File: src/rtl/relay_pkg.sv
// Shared definitions for relay_driver: state indices, state count and a
// one-hot encoding helper for the state register.
package relay_pkg;

    localparam int RELAY_DRV_NSTATES = 5;

    typedef enum logic [2:0] {
        OFF       = 3'd0,
        ENGAGING  = 3'd1,
        ON        = 3'd2,
        RELEASING = 3'd3,
        FAULT     = 3'd4
    } relay_drv_state_e;

    typedef logic [RELAY_DRV_NSTATES-1:0] relay_drv_oh_t;

    function automatic relay_drv_oh_t relay_drv_oh(input relay_drv_state_e s);
        relay_drv_oh_t v;
        v    = '0;
        v[s] = 1'b1;
        return v;
    endfunction

endpackage

File: src/rtl/relay_driver_sync_2ff.sv
// Two-flop synchronizer for asynchronous contact feedback; resets to 0.
module sync_2ff (
    input  logic clk,
    input  logic rst,
    input  logic d,
    output logic q
);

    logic meta_q;
    logic sync_q;

    // metastability filter chain
    always_ff @(posedge clk) begin
        if (rst) begin
            meta_q <= 1'b0;
            sync_q <= 1'b0;
        end else begin
            meta_q <= d;
            sync_q <= meta_q;
        end
    end

    assign q = sync_q;

endmodule

File: src/rtl/relay_driver.sv
// Command-side controller for one relay: drives pick, watches pulled, reports
// done/fault. Define RELAY_DRIVER_SYNC_EN to synchronize pulled through sync_2ff.
module relay_driver
    import relay_pkg::*;
#(
    parameter int T_TIMEOUT = 50,
    parameter int T_HOLD    = 5
) (
    input  logic clk,
    input  logic rst,
    input  logic tick_ms,
    input  logic cmd_valid,
    input  logic cmd_on,
    output logic cmd_ready,
    input  logic fault_clr,
    input  logic pulled,
    output logic pick,
    output logic done,
    output logic fault
);

    localparam int T_MAX = (T_TIMEOUT > T_HOLD) ? T_TIMEOUT : T_HOLD;
    localparam int CW    = $clog2(T_MAX + 1);

    localparam logic [CW-1:0] CTR_TIMEOUT = CW'(T_TIMEOUT);
    localparam logic [CW-1:0] CTR_HOLD    = CW'(T_HOLD);
    localparam logic [CW-1:0] CTR_ONE     = CW'(32'd1);

    localparam relay_drv_oh_t OH_OFF       = relay_drv_oh(OFF);
    localparam relay_drv_oh_t OH_ENGAGING  = relay_drv_oh(ENGAGING);
    localparam relay_drv_oh_t OH_ON        = relay_drv_oh(ON);
    localparam relay_drv_oh_t OH_RELEASING = relay_drv_oh(RELEASING);
    localparam relay_drv_oh_t OH_FAULT     = relay_drv_oh(FAULT);

    relay_drv_oh_t state_q, state_d;
    logic [CW-1:0] ctr_q, ctr_d;
    logic          pick_q, pick_d;
    logic          done_q, done_d;
    logic          fault_q, fault_d;
    logic          cmd_ready_s;
    logic          pulled_s;

`ifdef RELAY_DRIVER_SYNC_EN
    sync_2ff u_pulled_sync (
        .clk (clk),
        .rst (rst),
        .d   (pulled),
        .q   (pulled_s)
    );
`else
    assign pulled_s = pulled;
`endif

    // state, ms counter and registered outputs
    always_ff @(posedge clk) begin
        if (rst) begin
            state_q <= OH_OFF;
            ctr_q   <= '0;
            pick_q  <= 1'b0;
            done_q  <= 1'b0;
            fault_q <= 1'b0;
        end else begin
            state_q <= state_d;
            ctr_q   <= ctr_d;
            pick_q  <= pick_d;
            done_q  <= done_d;
            fault_q <= fault_d;
        end
    end

    // next-state, counter reload and output decode
    always_comb begin
        state_d     = state_q;
        done_d      = 1'b0;
        cmd_ready_s = 1'b0;
        if (tick_ms && (ctr_q != '0)) begin
            ctr_d = ctr_q - CTR_ONE;
        end else begin
            ctr_d = ctr_q;
        end
        case (1'b1)
            state_q[OFF]: begin
                cmd_ready_s = 1'b1;
                if (cmd_valid && cmd_on) begin
                    state_d = OH_ENGAGING;
                    ctr_d   = CTR_TIMEOUT;
                end else if (cmd_valid) begin
                    done_d = 1'b1;
                end else begin
                    state_d = OH_OFF;
                end
            end
            state_q[ENGAGING]: begin
                // contact arrival wins over a coincident timeout
                if (pulled_s) begin
                    state_d = OH_ON;
                    ctr_d   = CTR_HOLD;
                    done_d  = 1'b1;
                end else if (tick_ms && (ctr_q == CTR_ONE)) begin
                    state_d = OH_FAULT;
                end else begin
                    state_d = OH_ENGAGING;
                end
            end
            state_q[ON]: begin
                cmd_ready_s = (ctr_q == '0);
                if (!pulled_s) begin
                    state_d = OH_FAULT;
                end else if (cmd_valid && cmd_ready_s && !cmd_on) begin
                    state_d = OH_RELEASING;
                    ctr_d   = CTR_TIMEOUT;
                end else if (cmd_valid && cmd_ready_s) begin
                    done_d = 1'b1;
                end else begin
                    state_d = OH_ON;
                end
            end
            state_q[RELEASING]: begin
                if (!pulled_s) begin
                    state_d = OH_OFF;
                    done_d  = 1'b1;
                end else if (tick_ms && (ctr_q == CTR_ONE)) begin
                    state_d = OH_FAULT;
                end else begin
                    state_d = OH_RELEASING;
                end
            end
            state_q[FAULT]: begin
                if (fault_clr && !pulled_s) begin
                    state_d = OH_OFF;
                end else begin
                    state_d = OH_FAULT;
                end
            end
            default: begin
                state_d = OH_OFF;
                ctr_d   = '0;
            end
        endcase
        pick_d  = state_d[ENGAGING] | state_d[ON];
        fault_d = state_d[FAULT];
    end

    assign cmd_ready = cmd_ready_s;
    assign pick      = pick_q;
    assign done      = done_q;
    assign fault     = fault_q;

endmodule
File: config.mk
export PLATFORM = sky130hd
export DESIGN_NAME = relay_driver
export DESIGN_NICKNAME = d
export VERILOG_FILES = /design/src/rtl/relay_pkg.sv /design/src/rtl/relay_driver_sync_2ff.sv /design/src/rtl/relay_driver.sv
export SDC_FILE = /design/constraint.sdc
export NUM_CORES = 1
export LEC_CHECK = 0
export CORE_MARGIN = 2
export CORE_UTILIZATION = 50
export DETAILED_ROUTE_END_ITERATION = 8
export PLACE_DENSITY = 0.72
export SLEW_MARGIN = 20
export SYNTH_ARGS = -nofsm -noshare
export SYNTH_HDL_FRONTEND = slang
export SYNTH_SLANG_ARGS = --single-unit
File: constraint.sdc
create_clock -name clk -period 2.57 [get_ports clk]
set_clock_uncertainty 0.2 [all_clocks]
set_input_delay 0.514 -clock clk [delete_from_list [all_inputs] [get_ports clk]]
set_output_delay 0.514 -clock clk [all_outputs]
set_load 0.05 [all_outputs]
==> results of run 1 <==
## metrics by stage
step / cells / cell area, sq um / util (%) / power, mW / worst slack [ps]
after floorplan: 97 / 837 / - / 0.423 / 494
after global placement: 121 / 955 / 61.9 / 0.483 / 269
after detailed placement: 121 / 955 / 61.9 / 0.487 / 255
after CTS: 125 / 981 / 63.6 / 0.619 / 37.2
after global routing: 125 / 983 / 63.8 / 0.658 / 58.8
final: 125 / 983 / 63.8 / 0.618 / 113
## flip-flops by register name (all words and copies together) (netlist names)
signal / flops
done: 1
state_q: 5
ctr_q: 6
pick: 1
## worst register-to-register path: cells and delay by family (launching register included)
kind	cells	cell delay, ps
and+or+nand+nor	2	380
buffers and inverters	1	80
DFF	1	390
AOI/OAI and AO/OA	2	580
adders and majority gates	1	240
## kinds of logic after synthesis
kind of cell,count (synthesis)
multiplexers,3
AO/OA/AOI/OAI,35
AND/OR/NAND/NOR,32
flip-flops,13
adder cells (fa/ha/maj),3
XOR/XNOR,2
buffers and inverters,9
## cells in the mapped netlist, types with 3 or more instances
cell type / number / area [sq um]
sky130_fd_sc_hd__nor3_1: 3 / 15.0
sky130_fd_sc_hd__dfxtp_1: 13 / 260
sky130_fd_sc_hd__and2_1: 3 / 18.8
sky130_fd_sc_hd__a211oi_1: 3 / 22.5
sky130_fd_sc_hd__ha_1: 3 / 37.5
sky130_fd_sc_hd__a21oi_1: 10 / 50.1
sky130_fd_sc_hd__inv_1: 5 / 18.8
sky130_fd_sc_hd__nand2_1: 5 / 18.8
sky130_fd_sc_hd__nor2_1: 4 / 15.0
sky130_fd_sc_hd__o21ai_0: 4 / 20.0
sky130_fd_sc_hd__nand3_1: 3 / 15.0
## repair_timing
action / in CTS / in global routing
resized for setup: 0 / 1
buffers inserted: 0 / 0
endpoints found under the setup margin: 0 / 1
## final cells by class
cell class | instances | area (sq um) | area share [%]
multi-input cells | 75 | 533 | 54.2
well taps | 16 | 20.0 | 2.04
inverters | 5 | 18.8 | 1.91
repair buffers | 12 | 125 | 12.7
clock buffers | 4 | 26.3 | 2.67
flip-flops and latches | 13 | 260 | 26.5
## layer usage
| metal | GRT usage, % | up-vias | wire, microns |
|---|---|---|---|
| met5 | 0 | - | 0 |
| met4 | 10.6 | 0 | 31 |
| met3 | 4.80 | 4 | 116 |
| met2 | 33.3 | 38 | 853 |
| met1 | 30.2 | 371 | 863 |
| li1 | - | 385 | - |
## report_power, final
group | internal (mW) | switching [mW] | total (mW) | leakage, nW
Combinational | 0.117 | 0.112 | 0.229 | 0.228
Clock | 0.0603 | 0.0715 | 0.132 | 0.0150
Sequential | 0.223 | 0.0337 | 0.257 | 0.106
## final timing paths
check	end	cells past startpoint	startpoint
setup reg to reg	ctr_q[0]	6	ctr_q[0]
hold reg to reg	state_q[4]	2	state_q[4]
setup / recovery	cmd_ready	6	ctr_q[0]
hold / removal	state_q[4]	2	state_q[4]
==> Implementation_results.wiki, run 1 <==
{| class="wikitable"
! Metric !! Value
|-
| Endpoint class of the critical path || primary output
|-
| Area of the core || 1540 sq um
|-
| Buffers from clock root to sink, at most || 2
|-
| Source-to-sink clock delay at the later pin of the worst-skew pair || 290 ps
|-
| Adder-Cell Fraction of Synth Area || 4.48%
|-
| Via density per instance || 6.38
|-
| Highest clock rate || 407 MHz
|-
| Transition time at the pin with the least slew margin || 491 ps
|-
| Antenna Violating Nets Remaining || 0
|-
| Die Ht || 44.9 microns
|-
| 1st-pass router iterations || 4
|-
| Share of synthesized area occupied by flip-flops and latches || between 30% and 40%
|-
| Count of buffers inserted at the top-level ports || 10
|-
| Final net count || 120
|-
| Most common cell after layout, fill and taps aside || sky130_fd_sc_hd__dfxtp_1
|-
| Post-Synthesis Cell Area || 837 sq um
|-
| # rows || 14
|-
| Number of hold-repair buffers added at the cts stage || 0
|-
| Slowest cell on the critical path || sky130_fd_sc_hd__dfxtp_1
|-
| Routability-driven placement congestion ratio || approximately 0.82
|-
| Result of the run || finished clean
|-
| Number of maximum-capacitance constraint violations || 0
|-
| CP startpoint kind || flop
|-
| CTS tree || done
|-
| # clock sinks || 13
|-
| Count of warnings emitted by yosys || 0
|-
| Routed length per placed instance || 14.9 microns
|-
| Remaining routing DRC violations || 0
|-
| Complex-gate fraction of the synthesized area || 28.8%
|-
| DRC violation total after the first TritonRoute iteration || 35
|-
| Ratio of final minimum period to clock period || between 90% and 100%
|-
| Commonest cells after routing, fill and taps aside || 13 x sky130_fd_sc_hd__dfxtp_1, 10 x sky130_fd_sc_hd__a21oi_1, 9 x sky130_fd_sc_hd__clkdlybuf4s50_1
|-
| Tot GR Track Use || 22.2%
|-
| Sum of routed wire length over all layers || between 1.5 and 2 mm
|-
| Top Family by Delay on Critical Path || flip-flops
|-
| HPWL after detailed placement || 1.38 mm
|-
| Initial Util || 54.3%
|-
| Number of buffers inserted during clock tree synthesis || 3
|-
| CP dominant cell by count || sky130_fd_sc_hd__and2_1
|-
| Number of antenna violations at the first check in global routing || 0
|-
| Area Overhead vs Synth || 17.5%
|-
| Total count of hold-check failures in the final report || 0
|-
| Count of final setup violators || 0
|-
| Main combinational cell family by area after synthesis || compound AO/OA/AOI/OAI gates
|-
| Worst R2R Setup Slack || about 600 ps
|-
| Dominant register cell in the synthesized netlist || sky130_fd_sc_hd__dfxtp_1
|-
| Width of the die || 44.9 microns
|-
| Worst IR Drop VDD || approximately 0.34 mV
|-
| Post-CTS clock slew at the launch and capture registers of the worst setup and hold paths || 90 ps
|-
| Wire length of the first global-routing pass || 3.14 mm
|-
| Die ar. || 2020 sq um
|-
| Minimum clock period after layout || between 2000 and 2500 ps
|-
| WP buf/inv || 2
|-
| Inserted Diodes || 0
|-
| Number of enable flip-flop cells after synthesis || 0
|-
| Power Dens Cells || 628 nW/um^2
|-
| Vias after detailed routing || 798
|-
| Hold slack || between 300 and 400 ps
|-
| Delay contributed by the slowest stage of the critical path || 390 ps
|-
| Synthesized-area fraction occupied by xor and xnor cells || 2.09%
|-
| Proportion of layout cells with a drive suffix above 1 || 12.8%
|-
| Multiplexer share of the synthesized area || 4.19%
|-
| Maximum number of pins on one net before global-route repair || 16
|-
| Cell variety after synth || between 40 and 50
|-
| Critical Path RT || 1860 ps
|-
| Worst slew margin || approximately two thirds
|-
| Worst min-delay path category || reg -> reg
|-
| Register bit count reported by yosys || 13
|-
| Root buf cell || sky130_fd_sc_hd__clkbuf_4
|-
| Synth Instances || 97
|-
| Number of global-route vias before repair || around 670
|-
| Fillers || 143
|-
| Post-synthesis async set-or-reset flop share || 0%
|-
| Maximum fanout count along the critical path || 7
|-
| Static leakage || 0.349 nW
|-
| Boundary Pins || 11
|-
| Average instance area after synthesis || 8.63 sq um
|-
| Final max-slew violation count || 0
|-
| H-tree depth || 1
|-
| Crit Path Category || reg -> out
|-
| Remaining global-route overflow || 0
|-
| Setup repair after global routing missed its margin || no
|-
| Syn_nets || 107
|-
| TNS Setup || 0 ps
|-
| Signal arrival time at the worst endpoint || between 1500 and 2000 ps
|-
| Worst-path cell chain || inv_1 -> ha_2 -> and2_1 -> and2_1 -> a21o_1 -> buf_12
|-
| Area share of and/or/nand/nor cells after synthesis || about a quarter
|}
Note: power is estimated with default switching activity, not from simulation.
==> run 2, diff against run 1 <==
ABC_AREA = 1   (was unset)
GPL_TIMING_DRIVEN = 1   (was unset)
==> Implementation_results.wiki, run 2 <==
{| class="wikitable"
! Metric !! Value
|-
| Result of the run || finished clean (unchanged)
|-
| Antenna Violating Nets Remaining || 0 (unchanged)
|-
| Worst min-delay path category || reg -> reg (unchanged)
|-
| Number of buffers inserted during clock tree synthesis || 3 (unchanged)
|-
| Maximum number of pins on one net before global-route repair || 9 (was 16)
|-
| Tot GR Track Use || 21.2% (was 22.2%)
|-
| Dominant register cell in the synthesized netlist || sky130_fd_sc_hd__dfxtp_1 (unchanged)
|-
| Syn_nets || 144 (was 107)
|-
| TNS Setup || 0 ps (unchanged)
|-
| Commonest cells after routing, fill and taps aside || 42 x sky130_fd_sc_hd__nand2_1, 18 x sky130_fd_sc_hd__inv_1, 13 x sky130_fd_sc_hd__dfxtp_1 (was 13 x sky130_fd_sc_hd__dfxtp_1, 10 x sky130_fd_sc_hd__a21oi_1, 9 x sky130_fd_sc_hd__clkdlybuf4s50_1)
|-
| Cell variety after synth || 26 (was 43)
|-
| 1st-pass router iterations || 4 (unchanged)
|-
| Routed length per placed instance || 11.2 microns (was 14.9 microns)
|-
| Maximum fanout count along the critical path || 5 (was 7)
|-
| Area leader, netlist || sky130_fd_sc_hd__dfxtp_1 (unchanged)
|-
| Most frequent cell after synthesis || sky130_fd_sc_hd__nand2_1 (was sky130_fd_sc_hd__dfxtp_1)
|-
| Highest clock rate || 441 MHz (was 407 MHz)
|-
| Buffers from clock root to sink, at most || 2 (unchanged)
|-
| Ratio of final minimum period to clock period || 88.1% (was 95.6%)
|-
| DRC violation total after the first TritonRoute iteration || 32 (was 35)
|-
| Boundary Pins || 11 (unchanged)
|-
| Initial Util || 51.6% (was 54.3%)
|-
| Delay contributed by the slowest stage of the critical path || 330 ps (was 390 ps)
|-
| Max reg flops || 6 (unchanged)
|-
| Number of gates resized after cts || 0 (unchanged)
|-
| Critical Path RT || 1860 ps (about the same)
|-
| Die Ht || 45.5 microns (was 44.9 microns)
|-
| H-tree depth || 1 (unchanged)
|-
| Vias after detailed routing || 851 (was 798)
|-
| Number of enable flip-flop cells after synthesis || 0 (unchanged)
|-
| Width of the die || 45.5 microns (was 44.9 microns)
|-
| Register with the most flip-flops || ctr_q (unchanged)
|-
| Proportion of netlist area held by the largest area contributor || 30.2% (was 31.1%)
|-
| Filler-free cell count of the finished design || 164 (was 125)
|-
| Crit Path Category || reg -> out (unchanged)
|-
| Worst slew margin || 65.9% (was 67.2%)
|-
| Routability-driven placement congestion ratio || 0.924 (was 0.825)
|-
| Minimum clock period after layout || 2270 ps (was 2460 ps)
|-
| Count of buffers inserted at the top-level ports || 10 (unchanged)
|-
| Synth Instances || 134 (was 97)
|-
| Worst-path cell chain || inv_1 -> ha_1 -> nand3_4 -> o31ai_2 -> buf_12 (was inv_1 -> ha_2 -> and2_1 -> and2_1 -> a21o_1 -> buf_12)
|-
| Total count of hold-check failures in the final report || 0 (unchanged)
|-
| Placed instance count || 160 (was 121)
|-
| Worst IR Drop VDD || 0.426 mV (was 0.335 mV)
|-
| HPWL after detailed placement || 1.50 mm (was 1.38 mm)
|-
| Wire length of the first global-routing pass || 3.10 mm (was 3.14 mm)
|-
| Power Dens Cells || 572 nW/um^2 (was 628 nW/um^2)
|-
| Proportion of layout cells with a drive suffix above 1 || 10.2% (was 12.8%)
|-
| Final max-slew violation count || 0 (unchanged)
|-
| # clock sinks || 13 (unchanged)
|-
| Remaining routing DRC violations || 0 (unchanged)
|-
| CTS tree || done (unchanged)
|-
| Source-to-sink clock delay at the later pin of the worst-skew pair || 270 ps (was 290 ps)
|-
| Sum of routed wire length over all layers || 1.83 mm (was 1.87 mm)
|-
| Number of antenna violations at the first check in global routing || 0 (unchanged)
|-
| Register bit count reported by yosys || 13 (unchanged)
|-
| Number of global-route vias before repair || 716 (was 671)
|-
| Remaining global-route overflow || 0 (unchanged)
|-
| Signal arrival time at the worst endpoint || 1550 ps (was 1740 ps)
|-
| Via density per instance || 5.19 (was 6.38)
|-
| Number of maximum-capacitance constraint violations || 0 (unchanged)
|-
| Transition time at the pin with the least slew margin || 510 ps (was 491 ps)
|-
| Final total power || 0.583 mW (was 0.618 mW)
|-
| Static leakage || 0.508 nW (was 0.349 nW)
|-
| Count of warnings emitted by yosys || 0 (unchanged)
|-
| Slowest cell on the critical path || sky130_fd_sc_hd__dfxtp_1 (unchanged)
|-
| Share of synthesized area occupied by flip-flops and latches || 30.2% (was 31.1%)
|-
| Post-CTS clock slew at the launch and capture registers of the worst setup and hold paths || 70 ps (was 90 ps)
|-
| Number of post-CTS setup repair buffers || 0 (unchanged)
|-
| Endpoint class of the critical path || primary output (unchanged)
|-
| Die ar. || 2070 sq um (was 2020 sq um)
|-
| Setup repair after global routing missed its margin || no (unchanged)
|-
| Root buf cell || sky130_fd_sc_hd__clkbuf_4 (unchanged)
|-
| Area Overhead vs Synth || 18.3% (was 17.5%)
|-
| Area of the core || 1670 sq um (was 1540 sq um)
|-
| Top cells by area in the synthesized netlist || sky130_fd_sc_hd__dfxtp_1 30%, sky130_fd_sc_hd__nand2_1 18%, sky130_fd_sc_hd__inv_1 7.8%, sky130_fd_sc_hd__nand3_1 6.4%, sky130_fd_sc_hd__a21oi_1 5.2% (was sky130_fd_sc_hd__dfxtp_1 31%, sky130_fd_sc_hd__a21oi_1 6.0%, sky130_fd_sc_hd__ha_1 4.5%, sky130_fd_sc_hd__a211oi_1 2.7%, sky130_fd_sc_hd__nor4_4 2.5%)
|-
| Most frequent cells after synthesis || 42 x sky130_fd_sc_hd__nand2_1, 18 x sky130_fd_sc_hd__inv_1, 13 x sky130_fd_sc_hd__dfxtp_1 (was 13 x sky130_fd_sc_hd__dfxtp_1, 10 x sky130_fd_sc_hd__a21oi_1, 5 x sky130_fd_sc_hd__inv_1, 5 x sky130_fd_sc_hd__nand2_1)
|-
| Largest registers || ctr_q x6, state_q x5 (unchanged)
|-
| Count of final setup violators || 0 (unchanged)
|-
| Average instance area after synthesis || 6.43 sq um (was 8.63 sq um)
|-
| CP startpoint kind || flop (unchanged)
|-
| Final net count || 158 (was 120)
|-
| Number of hold-repair buffers added at the cts stage || 0 (unchanged)
|-
| Inserted Diodes || 0 (unchanged)
|-
| Post-synthesis async set-or-reset flop share || 0% (unchanged)
|-
| # rows || 15 (was 14)
|-
| Most common cell after layout, fill and taps aside || sky130_fd_sc_hd__nand2_1 (was sky130_fd_sc_hd__dfxtp_1)
|-
| Post-Synthesis Cell Area || 862 sq um (was 837 sq um)
|}
-- run 2: changes by cell type in the layout (fill, tap and decap cells not counted), moves of 3 or more --
cell	delta
sky130_fd_sc_hd__a211oi_1	-3
sky130_fd_sc_hd__and2_1	-3
sky130_fd_sc_hd__inv_1	+13
sky130_fd_sc_hd__nand2_1	+37
sky130_fd_sc_hd__nand3_1	+8
sky130_fd_sc_hd__nor2_1	+6
sky130_fd_sc_hd__nor3_1	-3
sky130_fd_sc_hd__xor2_1	+3
-- run 2: through the flow --
step	instance area (sq um)	hold WS [ps]	util, %	setup WS (ps)
2_1_floorplan	867	284	-	353
3_3_place_gp	993	290	59.5	602
3_5_place_dp	993	291	59.5	572
4_1_cts	1020	302	61.0	289
5_1_grt	1020	356	61.0	200
6_report	1020	305	61.0	305
-- run 2: cells by family (layout without fill, tap and decap cells) --
| family | count (synthesis) | after routing | share of synthesized area, % |
|---|---|---|---|
| simple gates | 74 | 74 | 39.6 |
| xor+xnor | 4 | 4 | 4.06 |
| fa+ha+maj | 3 | 3 | 4.35 |
| buf+inv | 21 | 34 | 9.58 |
| compound gates | 19 | 19 | 12.2 |
| flops | 13 | 13 | 30.2 |
-- run 2: report_power, final --
group / switching [mW] / internal (mW)
registers: 0.0210 / 0.220
clock network: 0.0607 / 0.0601
logic: 0.135 / 0.0870
-- run 2: final cells by class --
cell class	count	area, sq um
Clock buffer	4	26.3
Fill cell	159	651
Tap cell	17	21.3
Sequential cell	13	260
Multi-Input combinational cell	100	524
Inverter	20	77.6
Timing Repair Buffer	10	110
-- run 2: critical path, delay by kind of cell, from the launching register on --
family	cells	cell delay, ps
flops	1	330
buf+inv	2	320
compound gates	1	280
fa+ha+maj	1	230
simple gates	1	120
-- run 2: routing by layer --
layer  wire length, microns  GRT usage, %
met1                    941          33.4
met4                     31          11.8
met3                     89          1.59
met5                      0             0
met2                    768          27.6
-- run 2: final timing paths --
path | start | to | slack (ps) | cells past startpoint
max reg2reg | ctr_q[0] | pick | 910 | 11
max | ctr_q[0] | cmd_ready | 300 | 5
min reg2reg | state_q[4] | state_q[4] | 310 | 2
min | state_q[4] | state_q[4] | 310 | 2
